**src/rtl/rv32i_bp_pkg.sv**
```systemverilog
`default_nettype none
// ============================================================================
//  Module      : rv32i_bp_pkg
//  Description : Shared branch-predictor types and constants for the RV32I
//                gshare predictor and its resolve tracking logic.
//  Revision    : 1.0 - initial release
// ============================================================================
package rv32i_bp_pkg;

    // 2-bit saturating counter encodings held in the pattern history table
    typedef enum logic [1:0] {
        STRONGLY_NOT_TAKEN = 2'b00,
        WEAKLY_NOT_TAKEN   = 2'b01,
        WEAKLY_TAKEN       = 2'b10,
        STRONGLY_TAKEN     = 2'b11
    } bp_counter_e;

    // Default PHT index width
    localparam int          c_gshare_bits_default = 8;

    // Default PC / target width
    localparam int          c_xlen_default        = 32;

    // Size of one RV32I instruction in bytes (fall-through increment)
    localparam int unsigned c_insn_size           = 4;

    // Layout of one in-flight prediction at default widths. The FIFO stores
    // a packed vector with exactly this field order: {taken, index, pc, target}.
    typedef struct packed {
        logic                             taken;
        logic [c_gshare_bits_default-1:0] index;
        logic [c_xlen_default-1:0]        pc;
        logic [c_xlen_default-1:0]        target;
    } bp_entry_t;

endpackage : rv32i_bp_pkg
`default_nettype wire

```
**src/rtl/branch_fifo.sv**
```systemverilog
`default_nettype none
// ============================================================================
//  Module      : branch_fifo
//  Description : In-order storage for in-flight branch predictions. Supports
//                push, pop of the head entry and a clear that empties the
//                FIFO (clear wins over push and pop in the same cycle).
//  Revision    : 1.0 - initial release
// ============================================================================
module branch_fifo
#(
    parameter int DEPTH = 4,
    parameter int WIDTH = 73
)
(
    input  logic                     clk,
    input  logic                     rst,
    input  logic                     i_push,
    input  logic [WIDTH-1:0]         i_push_data,
    input  logic                     i_pop,
    input  logic                     i_clear,
    output logic [WIDTH-1:0]         o_head_data,
    output logic [$clog2(DEPTH):0]   o_count,
    output logic                     o_full
);

    localparam int c_ptr_w = $clog2(DEPTH);
    localparam int c_cnt_w = c_ptr_w + 1;

    logic [WIDTH-1:0]   r_mem [DEPTH];
    logic [c_ptr_w-1:0] r_wr_ptr;
    logic [c_ptr_w-1:0] r_rd_ptr;
    logic [c_cnt_w-1:0] r_count;

    logic w_full;
    logic w_empty;
    logic w_push_ok;
    logic w_pop_ok;

    // Full/empty come straight from the count register, so acceptance never
    // depends on a same-cycle pop (no bypass).
    assign w_full    = (r_count == c_cnt_w'(DEPTH));
    assign w_empty   = (r_count == '0);
    assign w_push_ok = i_push && !w_full && !i_clear;
    assign w_pop_ok  = i_pop && !w_empty && !i_clear;

    // Entry storage; written only on an accepted push
    always_ff @(posedge clk) begin
        if (w_push_ok) begin
            r_mem[r_wr_ptr] <= i_push_data;
        end
    end

    // Pointer and occupancy tracking; clear discards everything still queued
    always_ff @(posedge clk) begin
        if (rst) begin
            r_wr_ptr <= '0;
            r_rd_ptr <= '0;
            r_count  <= '0;
        end else if (i_clear) begin
            r_rd_ptr <= r_wr_ptr;
            r_count  <= '0;
        end else begin
            if (w_push_ok) begin
                r_wr_ptr <= r_wr_ptr + c_ptr_w'(1);
            end
            if (w_pop_ok) begin
                r_rd_ptr <= r_rd_ptr + c_ptr_w'(1);
            end
            case ({w_push_ok, w_pop_ok})
                2'b10:   r_count <= r_count + c_cnt_w'(1);
                2'b01:   r_count <= r_count - c_cnt_w'(1);
                default: r_count <= r_count;
            endcase
        end
    end

    assign o_head_data = r_mem[r_rd_ptr];
    assign o_count     = r_count;
    assign o_full      = w_full;

endmodule : branch_fifo
`default_nettype wire

```
**src/rtl/branch_resolve_unit.sv**
```systemverilog
`default_nettype none
// ============================================================================
//  Module      : branch_resolve_unit
//  Description : Tracks conditional branches from prediction to resolution,
//                compares the oldest prediction with the resolved outcome and
//                issues a registered predictor update, mispredict redirect and
//                younger-branch flush. Keeps saturating statistics counters.
//  Revision    : 1.0 - initial release
// ============================================================================
module branch_resolve_unit
    import rv32i_bp_pkg::*;
#(
    parameter int GSHARE_BITS_NUM      = c_gshare_bits_default,
    parameter int OPTION_OPERAND_WIDTH = 32,
    parameter int DEPTH                = 4
)
(
    input  logic                            clk,
    input  logic                            rst,
    input  logic                            pred_valid_i,
    output logic                            pred_ready_o,
    input  logic                            pred_taken_i,
    input  logic [GSHARE_BITS_NUM-1:0]      pred_index_i,
    input  logic [OPTION_OPERAND_WIDTH-1:0] pred_pc_i,
    input  logic [OPTION_OPERAND_WIDTH-1:0] pred_target_i,
    input  logic                            res_valid_i,
    input  logic                            res_taken_i,
    input  logic                            flush_i,
    output logic                            upd_valid_o,
    output logic [GSHARE_BITS_NUM-1:0]      upd_index_o,
    output logic                            upd_taken_o,
    output logic                            mispredict_o,
    output logic [OPTION_OPERAND_WIDTH-1:0] redirect_pc_o,
    output logic [$clog2(DEPTH):0]          count_o,
    output logic                            err_o,
    output logic [31:0]                     branch_cnt_o,
    output logic [31:0]                     mispred_cnt_o
);

    localparam int c_entry_w = 1 + GSHARE_BITS_NUM + 2 * OPTION_OPERAND_WIDTH;
    localparam int c_cnt_w   = $clog2(DEPTH) + 1;

    logic [c_entry_w-1:0]            w_push_data;
    logic [c_entry_w-1:0]            w_head_data;
    logic [c_cnt_w-1:0]              w_count;
    logic                            w_full;

    logic                            w_head_taken;
    logic [GSHARE_BITS_NUM-1:0]      w_head_index;
    logic [OPTION_OPERAND_WIDTH-1:0] w_head_pc;
    logic [OPTION_OPERAND_WIDTH-1:0] w_head_target;

    logic                            w_has_entry;
    logic                            w_resolve;
    logic                            w_mis;
    logic                            w_clear;
    logic                            w_err_event;
    logic [OPTION_OPERAND_WIDTH-1:0] w_redirect;

    logic                            r_upd_valid;
    logic [GSHARE_BITS_NUM-1:0]      r_upd_index;
    logic                            r_upd_taken;
    logic                            r_mispredict;
    logic [OPTION_OPERAND_WIDTH-1:0] r_redirect_pc;
    logic                            r_err;
    logic [31:0]                     r_branch_cnt;
    logic [31:0]                     r_mispred_cnt;

    assign w_push_data = {pred_taken_i, pred_index_i, pred_pc_i, pred_target_i};
    assign {w_head_taken, w_head_index, w_head_pc, w_head_target} = w_head_data;

    // An external flush cancels any resolution presented in the same cycle
    assign w_has_entry = (w_count != '0);
    assign w_resolve   = res_valid_i && w_has_entry && !flush_i;
    assign w_err_event = res_valid_i && !w_has_entry && !flush_i;
    assign w_mis       = w_head_taken != res_taken_i;

    // Everything behind the head is younger than a mispredicted branch, so a
    // mispredict empties the FIFO just like an external flush.
    assign w_clear     = flush_i || (w_resolve && w_mis);

    // Fall-through wraps naturally at the top of the address space
    assign w_redirect  = res_taken_i ? w_head_target
                                     : w_head_pc + OPTION_OPERAND_WIDTH'(c_insn_size);

    branch_fifo #(
        .DEPTH (DEPTH),
        .WIDTH (c_entry_w)
    ) u_branch_fifo (
        .clk         (clk),
        .rst         (rst),
        .i_push      (pred_valid_i),
        .i_push_data (w_push_data),
        .i_pop       (w_resolve),
        .i_clear     (w_clear),
        .o_head_data (w_head_data),
        .o_count     (w_count),
        .o_full      (w_full)
    );

    // Registered predictor update and redirect; pulses last one cycle
    always_ff @(posedge clk) begin
        if (rst) begin
            r_upd_valid   <= 1'b0;
            r_upd_index   <= '0;
            r_upd_taken   <= 1'b0;
            r_mispredict  <= 1'b0;
            r_redirect_pc <= '0;
        end else begin
            r_upd_valid  <= w_resolve;
            r_mispredict <= w_resolve && w_mis;
            if (w_resolve) begin
                r_upd_index <= w_head_index;
                r_upd_taken <= res_taken_i;
            end
            if (w_resolve && w_mis) begin
                r_redirect_pc <= w_redirect;
            end
        end
    end

    // Sticky error: a resolution arrived with nothing in flight
    always_ff @(posedge clk) begin
        if (rst) begin
            r_err <= 1'b0;
        end else if (w_err_event) begin
            r_err <= 1'b1;
        end
    end

    // Saturating statistics counters
    always_ff @(posedge clk) begin
        if (rst) begin
            r_branch_cnt  <= '0;
            r_mispred_cnt <= '0;
        end else begin
            if (w_resolve && (r_branch_cnt != 32'hFFFF_FFFF)) begin
                r_branch_cnt <= r_branch_cnt + 32'd1;
            end
            if (w_resolve && w_mis && (r_mispred_cnt != 32'hFFFF_FFFF)) begin
                r_mispred_cnt <= r_mispred_cnt + 32'd1;
            end
        end
    end

    assign pred_ready_o  = !w_full;
    assign count_o       = w_count;
    assign err_o         = r_err;
    assign upd_valid_o   = r_upd_valid;
    assign upd_index_o   = r_upd_index;
    assign upd_taken_o   = r_upd_taken;
    assign mispredict_o  = r_mispredict;
    assign redirect_pc_o = r_redirect_pc;
    assign branch_cnt_o  = r_branch_cnt;
    assign mispred_cnt_o = r_mispred_cnt;

endmodule : branch_resolve_unit
`default_nettype wire

```
**config.mk**
```make
export PLATFORM = sky130hd
export DESIGN_NAME = branch_resolve_unit
export DESIGN_NICKNAME = d
export VERILOG_FILES = /design/src/rtl/rv32i_bp_pkg.sv /design/src/rtl/branch_fifo.sv /design/src/rtl/branch_resolve_unit.sv
export SDC_FILE = /design/constraint.sdc
export NUM_CORES = 1
export LEC_CHECK = 0
export ABC_CLOCK_PERIOD_IN_PS = 3650
export CAP_MARGIN = 0
export CORE_AREA = 10 10 209 191
export CTS_BUF_LIST = sky130_fd_sc_hd__clkbuf_8 sky130_fd_sc_hd__clkbuf_16
export CTS_CLUSTER_DIAMETER = 40
export DETAILED_ROUTE_END_ITERATION = 10
export DIE_AREA = 0 0 219 201
export PLACE_DENSITY = 0.72
export SLEW_MARGIN = 30
export SYNTH_ARGS = -nofsm -noshare
export SYNTH_HDL_FRONTEND = slang
export SYNTH_SLANG_ARGS = --single-unit
```
**constraint.sdc**
```tcl
create_clock -name clk -period 3.65 [get_ports clk]
set_input_delay 0.73 -clock clk [delete_from_list [all_inputs] [get_ports clk]]
set_output_delay 0.73 -clock clk [all_outputs]
set_load 0.05 [all_outputs]
```
# Yosys cells after proc, flatten, opt, wreduce, memory -nomap -nowiden
# Memory sizes are Yosys's and may differ from the RTL's. A register that Yosys moved wholly into a read port is not among the register bits.
# Cells that the tools add are included.
# word_totals
n_memories,1
reg_bits,115
ramBits,292
# mem_list
name,depth,width,read_ports,rd_clocked_by_memory_dff,write_ports,line,source
u_branch_fifo.r_mem,4,73,1,1,1,branch_fifo.sv:29,logic [WIDTH-1:0] r_mem [DEPTH];
# classes
n_addsub,7
n_reduce_logical,23
eq_ne,6
bitwise,1
n_mux,8
# op_table
op,count
"32-bit by 1-bit adder with 32-bit output, second input constant",2
"32-bit inequality test, second input constant",2
"32-bit by 3-bit adder with 32-bit output, second input constant",1
32-bit 2-to-1 mux,1
1-bit logical AND,11
2-bit 2-to-1 mux,4
3-bit one-hot mux with 2 select lines,1
1-bit zero test,5
"2-bit by 1-bit adder with 2-bit output, second input constant",2
2-bit nonzero test,2
"3-bit by 1-bit adder with 3-bit output, second input constant",1
"3-bit == test, second input constant",1
3-bit zero test,1
3-bit nonzero test,1
"3-bit by 1-bit subtractor with 3-bit output, second input constant",1
"2-bit by 1-bit == test with 1-bit output, second input constant",1
"2-bit == test, second input constant",1
1-bit 2-to-1 mux,2
2-bit AND reduction,1
2-bit OR reduction,1
1-bit logical OR,1
1-bit inequality test,1
1-bit NOT,1

# Logic depth before layout (Yosys ltp)
# logic_depth
depth_word,11
ltp_mapped,14

# Modules after synthesis
# From an unflattened synthesis, not the netlist that was laid out.
# unflattened
hier_cells,1124
hier_area_um2,16631.0
# by_module_without_submodules
module,instances,seq_area_each_um2,area_per_inst_um2,cells_per_inst
branch_fifo,1,8948.6,11063.1,433
branch_resolve_unit,1,2162.1,5567.8,691

# Least setup slack after synthesis
# No wires, ideal clock.
# synth_timing
path_type,register to register
from,register with a tool-made name
to,memory u_branch_fifo.r_mem[1][0] (enable)
synth_period_minus_slack_ns,4.038
path_buffers,2
setup_ns,0.439
setup_slack_ns,-0.388
arrival_ns,3.599
path_stages_with_launch,8
path_cell_list,dfxtp_1 -> buf_6 -> mux4_2 -> xnor2_4 -> a21oi_1 -> and3_1 -> clkbuf_1 -> and2_1
# synth_rtl
element,line
end: declaration,branch_fifo.sv:29

==> flow_summary.ini <==
[outcome]
status = finished clean

[final_layout]
syn_to_final_growth_pct = 25.22
post-route-util = 0.5902
mostFrequentLayoutCells = 292 x edfxtp_1, 189 x clkdlybuf4s50_1, 115 x dfxtp_1
final_common_cell = edfxtp_1
nNetsFinal = 1435
diodes = 0
stdcell_count = 1864
final_area_sq_mm = 0.02106
drive_above_1_share = 0.1585

[global_routing]
globalRouteOverflowTotal = 0
grt_max_degree = 48
antenna_found_initial = 0
grt_use_total = 0.1773
grt_pass1_vias = 10473
grt_pass1_wl_um = 61380

[route]
drc = 0
via_per_inst = 5.656
wirelength_um = 39510
ant_nets = 0
vias = 10543
drt_iter0_markers = 775
first_pass_iters = 6
wl_per_cell_um = 21.19

[sta]
clock_skew_ps = 30.87
fin_crit_ps = 3065
hold_violations = 0
period_share = 0.8398
whs_ps = 451.3
slew_viol_final = 0
finalSetupViolCount = 0
rsz0062_at_grt = no
max-slew-margin-rel = 0.4246
worst_slew_pin_slew_ps = 856.0
fmax_ghz = 0.3262
fin_ws_ps = 584.6
setup_tns_ps = 0

[cts]
cts-root-buf = clkbuf_16
cts_setup_buffers = 0
clk_latency_ps = 570
clock_path_buffers = 3
path_clk_slew_ps = 60
cts_hold_buf = 0
htreeDepth = 2
cts-buffers-inserted = 51
clock_sink_count = 409
post_cts_resized = 0
cts_tree = done

[pwr]
switchingPower_mw = 2.361
internal_power_mw = 8.274
swShare = 0.2220
pwr-share-clk = 0.467
p_leak_nw = 6.536
peakVddDrop_v = 0.0004051
power_mw = 10.63
powerDensity_mw_per_mm2 = 505.0
p_seq_frac = 0.479
p_comb_frac = 0.054

[synth]
yosysTopAreaCellShare = 0.5214
synthesis.nets = 1216
ys_types = 65
syn_inst = 1128
synth_flop_cell = edfxtp_1
synth_top_area_cell = edfxtp_1
syn_area_per_cell_sq_um = 14.91
ys_seq_area_frac = 0.6607
ys_ff_latch = 409
netlist_area_sq_mm = 0.01682
synth_edf_count = 292
synthTopCellsByArea = edfxtp_1 52%, dfxtp_1 14%, mux4_2 8.8%
yosysWarnings = 0
async_flop_share = 0

[placement]
dp_cells = 1770
io_buffers = 190
dp_slack_ps = 449.1
post-dp-hpwl_um = 26870
dpl_cell_area_sq_mm = 0.01934
gp_congestion = 0.8480

[setup_path]
path_max_fanout = 22
arrival_ps = 3320
cp-start-kind = flop
crit_type = flop to flop
critPathCaptureType = flop
required_ps = 3900

[job]
drv_cap = 0

[min_path]
min_from = upd_index_o[0]$_SDFFE_PP0P_
hold_path_class = flop to flop

[die]
initial_core_util = 0.4714
coreArea_sq_mm = 0.03567
ios = 191
row_count = 66
fp.dieH_um = 201
dieArea_sq_mm = 0.04402
die_w_um = 219
worst paths after layout:
path              cells after the start  slack [ps]                             endpoint
setup / recovery                      7         580  u_branch_fifo.r_mem[3][5]$_DFFE_PP_
hold / removal                        2         450          upd_index_o[0]$_SDFFE_PP0P_
setup reg to reg                      7         580  u_branch_fifo.r_mem[3][5]$_DFFE_PP_
hold reg to reg                       2         450          upd_index_o[0]$_SDFFE_PP0P_
flip-flops by register name, summed over array words and instances, names as in the netlist, named ones only:
signal                  count
upd_taken_o                 1
upd_index_o                 8
u_branch_fifo.o_count       3
mispred_cnt_o              32
u_branch_fifo.r_wr_ptr      2
u_branch_fifo.r_rd_ptr      2
redirect_pc_o              32
branch_cnt_o               32
upd_valid_o                 1
u_branch_fifo.r_mem       292
err_o                       1
mispredict_o                1
per-layer routing:
layer | wire (um) | track usage | vias to the layer above
met2 | 18690 | 0.2834 | 413
met3 | 3513 | 0.04836 | 44
met5 | 0 | 0 | -
met4 | 609 | 0.04110 | 0
met1 | 16700 | 0.2361 | 5262
li1 | - | - | 4824
layout make-up:
cell class,count,area [sq um]
Clock buffer,53,1315
Multi-Input combinational cell,641,5318
Timing Repair Buffer,222,2227
Inverter,22,82.58
Clock inverter,41,400.4
Sequential cell,409,11120
Fill cell,2756,14620
Tap cell,476,595.6
cells in the mapped netlist (2+ instances only):
master	count
buf_1	4
and3_1	9
dfxtp_1	117
nor3b_1	3
inv_1	22
mux4_2	66
nand2_1	84
mux2i_1	4
a31oi_1	14
a21oi_1	36
o31ai_1	8
nor2_1	80
a2111oi_4	2
o21ai_0	21
buf_6	5
edfxtp_1	292
buf_12	2
nor3_1	21
ha_1	8
o211ai_1	4
and2_1	10
nand2b_1	4
buf_4	6
and4_1	13
nor4b_1	5
or4_1	11
nor4_1	19
o31a_1	4
a211oi_1	14
nor4_4	2
mux4_1	7
nor4_2	8
clkbuf_1	25
o32ai_1	2
buf_2	14
or3_1	13
xor2_1	15
a2111oi_2	3
xnor2_1	63
nand3_1	41
nand4_1	21
nand3b_1	2
nand3_2	2
power groups by stage:
stage	combinational, mW	sequential, mW	clock [mW]
3_3_place_gp	0.571	5.19	0
2_1_floorplan	0.318	5.20	0
6_report	0.578	5.09	4.96
3_5_place_dp	0.580	5.19	0
4_1_cts	0.583	5.09	5.05
5_1_grt	0.621	5.10	5.27
worst max-delay path, cell delays in order, from the launching register on:
cell and delay [ps]:
dfxtp_4 490, mux4_2 670, xnor2_4 210, a21oi_1 260, and3_1 220, buf_4 170, and2_4 420, buf_4 270
cells by family after synthesis:
kind of cell / count (synthesis) / synth area share
flops: 409 / 0.6607
simple gates: 356 / 0.1139
compound gates: 120 / 0.05030
xor+xnor: 79 / 0.04226
buf+inv: 78 / 0.02396
mux: 77 / 0.1017
fa+ha+maj: 9 / 0.007143
Note: power is estimated with default switching activity, not from simulation.
